--- src/rtl/three_dim_block_scanner.sv ---
// rtl/three_dim_block_scanner.sv - depth-sorted hit search over a set of candidate blocks
// One request is snapshotted, scanned one candidate per cycle, and the nearest hit is presented.
module three_dim_block_scanner #(
  parameter int NUM_BLOCKS = 12,
  parameter int HALF_W     = 64,
  parameter int HALF_H     = 64
) (
  input  logic                          clk_in,
  input  logic                          rst_in,
  input  logic                          valid_in,
  output logic                          ready_out,
  input  logic [17:0]                   curr_time_in,
  input  logic [10:0]                   x_in,
  input  logic [9:0]                    y_in,
  input  logic [NUM_BLOCKS*12-1:0]      block_x_in,
  input  logic [NUM_BLOCKS*12-1:0]      block_y_in,
  input  logic [NUM_BLOCKS*14-1:0]      block_z_in,
  input  logic [NUM_BLOCKS-1:0]         block_color_in,
  input  logic [NUM_BLOCKS*3-1:0]       block_direction_in,
  input  logic [NUM_BLOCKS*8-1:0]       block_ID_in,
  input  logic [NUM_BLOCKS-1:0]         block_visible_in,
  output logic                          valid_out,
  input  logic                          ready_in,
  output logic [17:0]                   curr_time_out,
  output logic [10:0]                   x_out,
  output logic [9:0]                    y_out,
  output logic [11:0]                   block_x_out,
  output logic [11:0]                   block_y_out,
  output logic [13:0]                   block_z_out,
  output logic                          block_color_out,
  output logic [2:0]                    block_direction_out,
  output logic [7:0]                    block_ID_out,
  output logic [$clog2(NUM_BLOCKS)-1:0] block_index_out,
  output logic                          block_visible_out
);

  localparam int IW = $clog2(NUM_BLOCKS);
  localparam int CW = $clog2(NUM_BLOCKS + 1);

  typedef enum logic [1:0] {IDLE, SCAN, DONE} state_t;
  state_t state;

  logic [17:0]              t_q;
  logic [10:0]              x_q;
  logic [9:0]               y_q;
  logic [NUM_BLOCKS*12-1:0] bx_q;
  logic [NUM_BLOCKS*12-1:0] by_q;
  logic [NUM_BLOCKS*14-1:0] bz_q;
  logic [NUM_BLOCKS-1:0]    bc_q;
  logic [NUM_BLOCKS*3-1:0]  bd_q;
  logic [NUM_BLOCKS*8-1:0]  bid_q;
  logic [NUM_BLOCKS-1:0]    bv_q;

  logic [CW-1:0] cnt;
  logic          best_found;
  logic [IW-1:0] best_idx;
  logic [13:0]   best_z;

  logic [IW-1:0]      cidx;
  logic [11:0]        c_bx, c_by;
  logic [13:0]        c_bz;
  logic signed [12:0] dx, dy;
  logic [12:0]        adx, ady;
  logic               hit, better;

  // Differences are taken in 13-bit signed so a far-right block never wraps into range.
  always_comb begin
    cidx   = cnt[IW-1:0];
    c_bx   = bx_q[cidx*12 +: 12];
    c_by   = by_q[cidx*12 +: 12];
    c_bz   = bz_q[cidx*14 +: 14];
    dx     = $signed({2'b00, x_q}) - $signed({1'b0, c_bx});
    dy     = $signed({3'b000, y_q}) - $signed({1'b0, c_by});
    adx    = dx[12] ? 13'(-dx) : 13'(dx);
    ady    = dy[12] ? 13'(-dy) : 13'(dy);
    hit    = bv_q[cidx] && (adx <= 13'(HALF_W)) && (ady <= 13'(HALF_H));
    better = hit && (!best_found || (c_bz < best_z));
  end

  always_ff @(posedge clk_in) begin
    if (!rst_in) begin
      state               <= IDLE;
      ready_out           <= 1'b1;
      valid_out           <= 1'b0;
      cnt                 <= '0;
      best_found          <= 1'b0;
      best_idx            <= '0;
      best_z              <= '0;
      t_q                 <= '0;
      x_q                 <= '0;
      y_q                 <= '0;
      bx_q                <= '0;
      by_q                <= '0;
      bz_q                <= '0;
      bc_q                <= '0;
      bd_q                <= '0;
      bid_q               <= '0;
      bv_q                <= '0;
      curr_time_out       <= '0;
      x_out               <= '0;
      y_out               <= '0;
      block_x_out         <= '0;
      block_y_out         <= '0;
      block_z_out         <= '0;
      block_color_out     <= 1'b0;
      block_direction_out <= '0;
      block_ID_out        <= '0;
      block_index_out     <= '0;
      block_visible_out   <= 1'b0;
    end else begin
      case (state)
        IDLE: begin
          if (valid_in && ready_out) begin
            t_q        <= curr_time_in;
            x_q        <= x_in;
            y_q        <= y_in;
            bx_q       <= block_x_in;
            by_q       <= block_y_in;
            bz_q       <= block_z_in;
            bc_q       <= block_color_in;
            bd_q       <= block_direction_in;
            bid_q      <= block_ID_in;
            bv_q       <= block_visible_in;
            cnt        <= '0;
            best_found <= 1'b0;
            best_idx   <= '0;
            best_z     <= '0;
            ready_out  <= 1'b0;
            state      <= SCAN;
          end
        end
        SCAN: begin
          if (cnt != CW'(NUM_BLOCKS)) begin
            if (better) begin
              best_found <= 1'b1;
              best_idx   <= cidx;
              best_z     <= c_bz;
            end
            cnt <= cnt + 1'b1;
          end else begin
            // Final cycle publishes the winner; a miss leaves every block field at zero.
            curr_time_out       <= t_q;
            x_out               <= x_q;
            y_out               <= y_q;
            block_x_out         <= best_found ? bx_q[best_idx*12 +: 12] : '0;
            block_y_out         <= best_found ? by_q[best_idx*12 +: 12] : '0;
            block_z_out         <= best_found ? best_z : '0;
            block_color_out     <= best_found ? bc_q[best_idx] : 1'b0;
            block_direction_out <= best_found ? bd_q[best_idx*3 +: 3] : '0;
            block_ID_out        <= best_found ? bid_q[best_idx*8 +: 8] : '0;
            block_index_out     <= best_found ? best_idx : '0;
            block_visible_out   <= best_found;
            valid_out           <= 1'b1;
            state               <= DONE;
          end
        end
        DONE: begin
          if (ready_in) begin
            valid_out <= 1'b0;
            ready_out <= 1'b1;
            state     <= IDLE;
          end
        end
        default: begin
          state     <= IDLE;
          ready_out <= 1'b1;
          valid_out <= 1'b0;
        end
      endcase
    end
  end

endmodule

--- config.mk ---
export PLATFORM = sky130hd
export DESIGN_NAME = three_dim_block_scanner
export DESIGN_NICKNAME = d
export VERILOG_FILES = /design/src/rtl/three_dim_block_scanner.sv
export SDC_FILE = /design/constraint.sdc
export NUM_CORES = 2
export LEC_CHECK = 0
export ABC_AREA = 1
export CAP_MARGIN = 20
export CORE_AREA = 2 2 290 292
export CTS_CLUSTER_DIAMETER = 40
export DETAILED_ROUTE_END_ITERATION = 8
export DIE_AREA = 0 0 292 294
export PLACE_DENSITY = 0.74
export SLEW_MARGIN = 20
export SYNTH_ARGS = -nofsm -noshare
export SYNTH_HDL_FRONTEND = slang
export SYNTH_SLANG_ARGS = --single-unit
--- constraint.sdc ---
create_clock -name clk_in -period 12.25 [get_ports clk_in]
set_input_delay 1.8375 -clock clk_in [delete_from_list [all_inputs] [get_ports clk_in]]
set_output_delay 1.8375 -clock clk_in [all_outputs]
set_load 0.02 [all_outputs]
---- Word-level counts from Yosys, hierarchy flattened ----
Cells that the tools add are included.
word-level totals
  word-level logic and storage cells ...... 111
  output and inout port bits .............. 96
  register bits after elaboration ......... 772
operators by class
  $lt $le $gt $ge ......................... 5
  add/sub/neg operators ................... 5
  bitwise logic cells ..................... 3
  shift-type cells ........................ 7
  reductions and logical operators ........ 15
  multipliers ............................. 4
  multiplexer cells ....................... 36
  equality and inequality tests ........... 8
operators with widths
  operator                                                          count
  indexed part select 144 x 9 -> 12 bit                             4
  indexed part select 168 x 9 -> 14 bit                             1
  indexed part select 96 x 8 -> 8 bit                               1
  two-way mux 14 bit                                                4
  indexed part select 36 x 7 -> 3 bit                               1
  one-hot mux 14 bit (2 select lines)                               1
  less-or-equal comparator 13 x 7 -> 1 bit (second input constant)  2
  two-way mux 13 bit                                                2
  negation 13 bit                                                   2
  two-way mux 12 bit                                                2
  two-way mux 4 bit                                                 5
  multiplier 4 x 2 -> 6 bit (second input constant)                 3
  one-hot mux 4 bit (2 select lines)                                2
  < comparator 14 bit                                               1
  subtractor 10 x 12 -> 13 bit                                      1
  subtractor 11 x 12 -> 13 bit                                      1
  AND reduction 3 bit                                               4
  < comparator 4 x 5 -> 1 bit (second input constant)               2
  inequality test 2 bit (second input constant)                     5
  two-way mux 1 bit                                                 9
  binary-select mux 1 bit (select 4 bit)                            2
  two-way mux 8 bit                                                 1
  multiplier 4 x 3 -> 7 bit (second input constant)                 1
  two-way mux 2 bit                                                 3
  16 further kinds                                                  23

---- Depth between registers and ports, before layout ----
  depth in word-level cells ............... 12
  mapped depth ............................ 37

---- Least setup slack after synthesis ----
OpenSTA, ideal clock, no wires.
  kind .................................... flip-flop to flip-flop
  start point ............................. register cnt[0] (netlist: cidx[0])
  end point ............................... register best_idx[2]
  buffers on the path ..................... 8
  setup slack ............................. 7.720 ns
  stages on the path, launching flop included .. 33
  library setup time ...................... 0.132 ns
  arrival ................................. 4.398 ns
  clock period less this slack ............ 4.530 ns
  data required time ...................... 12.118 ns
  cell sequence ........................... dfxtp_1 -> buf_6 -> buf_6 -> buf_2 -> buf_2 -> buf_2 -> buf_2 -> buf_1 -> o21ai_0 -> o21ai_0 -> o211ai_1 -> nand2_1 -> ha_1 -> inv_1 -> fa_1 -> nor2_1 -> o21ai_0 -> nor2_1 -> nand3_1 -> or2_2 -> nand2_1 -> nand2_1 -> nand2_1 -> nand2_1 -> nor2_1 -> nand2_1 -> nor2_1 -> nand2_1 -> nand2_2 -> nand2_2 -> buf_4 -> nand2_1 -> a21oi_1
on the way
  cells in the longest elaborated chain, start to end .. 11
  elaborated cells between the ends (all ways) .. 24
ends and longest elaborated chain
  what                                      line    RTL
  start, declared                           54      logic [CW-1:0] cnt;
  start signal, assigned                    139     cnt <= cnt + 1'b1;
  multiplier 4 x 2 -> 6 bit                 69, 70
  indexed part select 144 x 9 -> 12 bit     69      c_bx = bx_q[cidx*12 +: 12];
  subtractor 11 x 12 -> 13 bit              72      dx = $signed({2'b00, x_q}) - $signed({1'b0, c_bx});
  negation 13 bit                           74      adx = dx[12] ? 13'(-dx) : 13'(dx);
  two-way mux 13 bit                        74
  less-or-equal comparator 13 x 7 -> 1 bit  76      hit = bv_q[cidx] && (adx <= 13'(HALF_W)) && (ady <= 13'(HALF_H));
  logical AND 1 bit (2 in a row)            76
  logical AND 1 bit                         77      better = hit && (!best_found || (c_bz < best_z));
  inequality test 2 bit (no source line)    --
  AND reduction 4 bit (no source line) (*)  --
  end signal, assigned                      136     best_idx <= cidx;
  end, declared                             56      logic [IW-1:0] best_idx;
Every way passes the cells marked *; elsewhere a longest branch is shown, timed or not. The select of a mux whose other input is x is not followed.
A chain may end at the register's enable or synchronous reset.

---- Final worst setup path ----
  start point ............................. register cnt[0] (netlist: cidx[0])
  end point ............................... register best_z[3]
on the way
  cells in the longest elaborated chain, start to end .. 11
  elaborated cells between the ends (all ways) .. 27
ends and longest elaborated chain
  what                                      line    RTL
  multiplier 4 x 2 -> 6 bit                 69, 70
  indexed part select 144 x 9 -> 12 bit     69
  subtractor 11 x 12 -> 13 bit              72
  negation 13 bit                           74
  two-way mux 13 bit                        74
  less-or-equal comparator 13 x 7 -> 1 bit  76
  logical AND 1 bit (2 in a row)            76
  logical AND 1 bit                         77
  inequality test 2 bit (no source line)    --
  AND reduction 4 bit (no source line)      --
  end signal, assigned                      137     best_z <= c_bz;
  end, declared                             57      logic [13:0] best_z;
Several ways; a longest one is shown, not always the timed one. The select of a mux whose other input is x is not followed.

==> results.toml <==
[global_routing]
grt_usage_pct = 33.3
grt_pass1_vias = 35900
grt_overflow = 0
grt_max_degree = 269
grt_pass1_wl_mm = 221
antenna_found_initial = 42

[worst_setup_path]
worst_path_max_delay_cell = "buf_4"
critical_path.endpoint_type = "flop"
critPathBufInv = 3
worstPathMaxFanout = 93
timing_worst_setup_path_type = "flop to flop"
critPathTopFamily = "simple AND/OR/NAND/NOR gates"
arrival_ns = 6.70
cp_data_required_time_ns = 12.78
max_stage_delay_ns = 0.76
start_kind = "flop"
path_common_cell = "nand2_1"

[run]
cap_violations = 0

[synth]
synth.top_cell.area_share_pct = 42.7
yosysSeqAreaShare_pct = 42.7
netlist_area_mm2 = 0.0362
synthAdderAreaFrac_pct = 1.35
synth-compound-area-share_pct = 26.9
synth_area_leaders = "dfxtp_1 (43%), o21ai_0 (16%), nor2_1 (13%)"
synth_xor_area_share_pct = 0.194
synthDistinctLibCells = 35
synth.largest_area_cell = "dfxtp_1"
muxShareOfSynthArea_pct = 0
synth_top_family_by_area = "compound AO/OA/AOI/OAI gates"
async_reset_ff_share_pct = 0
yosys.area_share.simple_pct = 21.0
synth_edf_count = 0
synth_most_common_cell = "nor2_1"
ys_ff_latch = 772
synth_nets = 6011
yosys_most_used_dff = "dfxtp_1"
ys_warn_count = 0
syn_inst = 5318
syn_area_per_cell_um2 = 6.81
synth_top_cells_by_count = "nor2_1 (1,210), o21ai_0 (1,126), dfxtp_1 (772)"

[timing]
hold_viol_final = 0
finalWorstSetupSlack_ns = 6.09
setup_viol = 0
timing.final.crit_share_pct = 50.3
fin_tns_setup_ns = 0
fmax_mhz = 162
rsz0062_at_grt = "false"
fin_crit_ns = 6.16
slew_violations = 0
tightestPinTransition_ns = 1.29
finClkSkew_ns = 0.0351
slew_headroom_pct = 13.8

[drt]
vias = 39400
drtIter0Drc = 4241
drc = 0
drt_pass1_iterations = 8
detail_route.wirelength_mm = 150
wire_per_inst_um = 21.4
antenna_left = 0
vias_per_cell = 5.64

[floorplan]
dieArea_mm2 = 0.0858
initial_core_util_pct = 43.7
core_area_mm2 = 0.0829
die_h_um = 294
num_rows = 106
die_x_um = 292
ios = 751

[place]
pre_cts_slack_ns = 6.27
io_buffers = 750
place.detailed.hpwl_mm = 103
dp_cells = 6753
gp_congestion = 0.960

[clocking]
cts-root-buf = "clkbuf_16"
cts_resized = 0
tritoncts = "done"
cts_sinks = 772
holdBufCountCts = 0
cts_buffer_depth = 3
ctsHtreeMaxLevel = 3
post-cts-setup-buffers = 0
insertion_delay_ns = 0.68
clk_pin_slew_ns = 0.06
cts_buffers = 114

[power_and_ir_drop]
vdd_drop_max_mv = 0.142
p_per_area_mw_per_mm2 = 163
p_leak_nw = 18.9
total_power_mw = 7.82

[final_layout]
nNetsFinal = 6482
fin_cells = 6990
area_delta_synth_final_pct = 32.3
drive_above_1_share_pct = 4.72

[outcome]
status = "complete, no violations"

[worst_hold_path]
min_path_type = "flop to flop"
worst reg2reg max path, delay by kind of cell (launching register included):
family / cells / cell delay [ns]
buffers and inverters: 3 / 1.51
DFF: 1 / 0.63
AOI/OAI and AO/OA: 5 / 0.80
adders and majority gates: 2 / 0.61
and+or+nand+nor: 16 / 2.47
worst paths after layout:
kind,startpoint,to,slack [ns],depth (start not counted)
worst max-delay path,cidx[0]$_SDFFE_PN0P_,best_z[3]$_SDFFE_PN0P_,6.09,26
worst min-delay path,bd_q[17]$_SDFFE_PN0P_,bd_q[17]$_SDFFE_PN0P_,0.45,2
worst max register to register,cidx[0]$_SDFFE_PN0P_,best_z[3]$_SDFFE_PN0P_,6.09,26
worst min register to register,bd_q[17]$_SDFFE_PN0P_,bd_q[17]$_SDFFE_PN0P_,0.45,2
cell type report:
type                    count  area, um^2
fillers                  7712       35000
multi-input cells        3805       17900
flip-flops and latches    772       15500
repair buffers            789        7870
clock buffers             143        3150
well taps                1080        1350
inverters                 307        1170
clock inverters            72         895
diodes                     22        55.1
sequential cells by signal, indices dropped and copies added (netlist names), 14 cells and up:
| name | count |
|---|---|
| t_q | 18 |
| curr_time_out | 18 |
| bx_q | 144 |
| by_q | 144 |
| bid_q | 96 |
| bd_q | 36 |
| best_z | 14 |
| block_z_out | 14 |
| bz_q | 168 |
report_power, final:
group          leakage, nW  total (mW)  internal [mW]  switching, mW
Sequential            6.37        2.88           2.74          0.145
Combinational         10.6        1.52          0.580          0.944
Clock                 1.94        3.41           2.10           1.31
layout by cell type (no fill, tap or decap), types with 6 or more instances in the layout:
master,count
nor3_1,6
ha_1,36
o22ai_1,20
a32o_1,35
nand3_1,178
nand2_2,8
clkdlybuf4s50_1,749
clkinvlp_4,16
nand4_1,13
nand2_1,511
clkinv_2,14
a21oi_1,488
clkbuf_8,15
o211ai_1,125
inv_1,298
clkinv_4,14
xor2_1,8
o21ai_0,1126
bufinv_16,12
clkbuf_16,116
clkbuf_1,12
buf_4,33
diode_2,22
dfxtp_4,6
dfxtp_1,766
nor2_1,1205
o221ai_1,19
inv_6,12
logic make-up (layout without fill, tap and decap cells):
group | Yosys count | after routing
and+or+nand+nor | 1936 | 1936
AOI/OAI and AO/OA | 1823 | 1823
DFF | 772 | 772
buffers and inverters | 741 | 1311
adders and majority gates | 38 | 38
xor gates and xnor gates | 8 | 8
other | 0 | 22
layer usage:
layer | part of all wire (%) | up-vias | global-route usage [%] | routed length [um]
met5 | 0.12 | - | 0 | 182
met4 | 3.8 | 30 | 13.4 | 5740
met3 | 10 | 319 | 8.19 | 15500
met2 | 45 | 1910 | 52.0 | 66800
met1 | 41 | 18400 | 44.1 | 61300
li1 | - | 18700 | - | -
through the flow:
step	area, um^2	utilization, %	hold slack [ns]
after floorplan	36200	-	0.429
after global placement	43800	52.8	0.439
after detailed placement	43800	52.8	0.446
after CTS	47800	57.7	0.455
after global routing	47900	57.8	0.470
final	47900	57.8	0.454
Note: power is estimated with default switching activity, not from simulation.
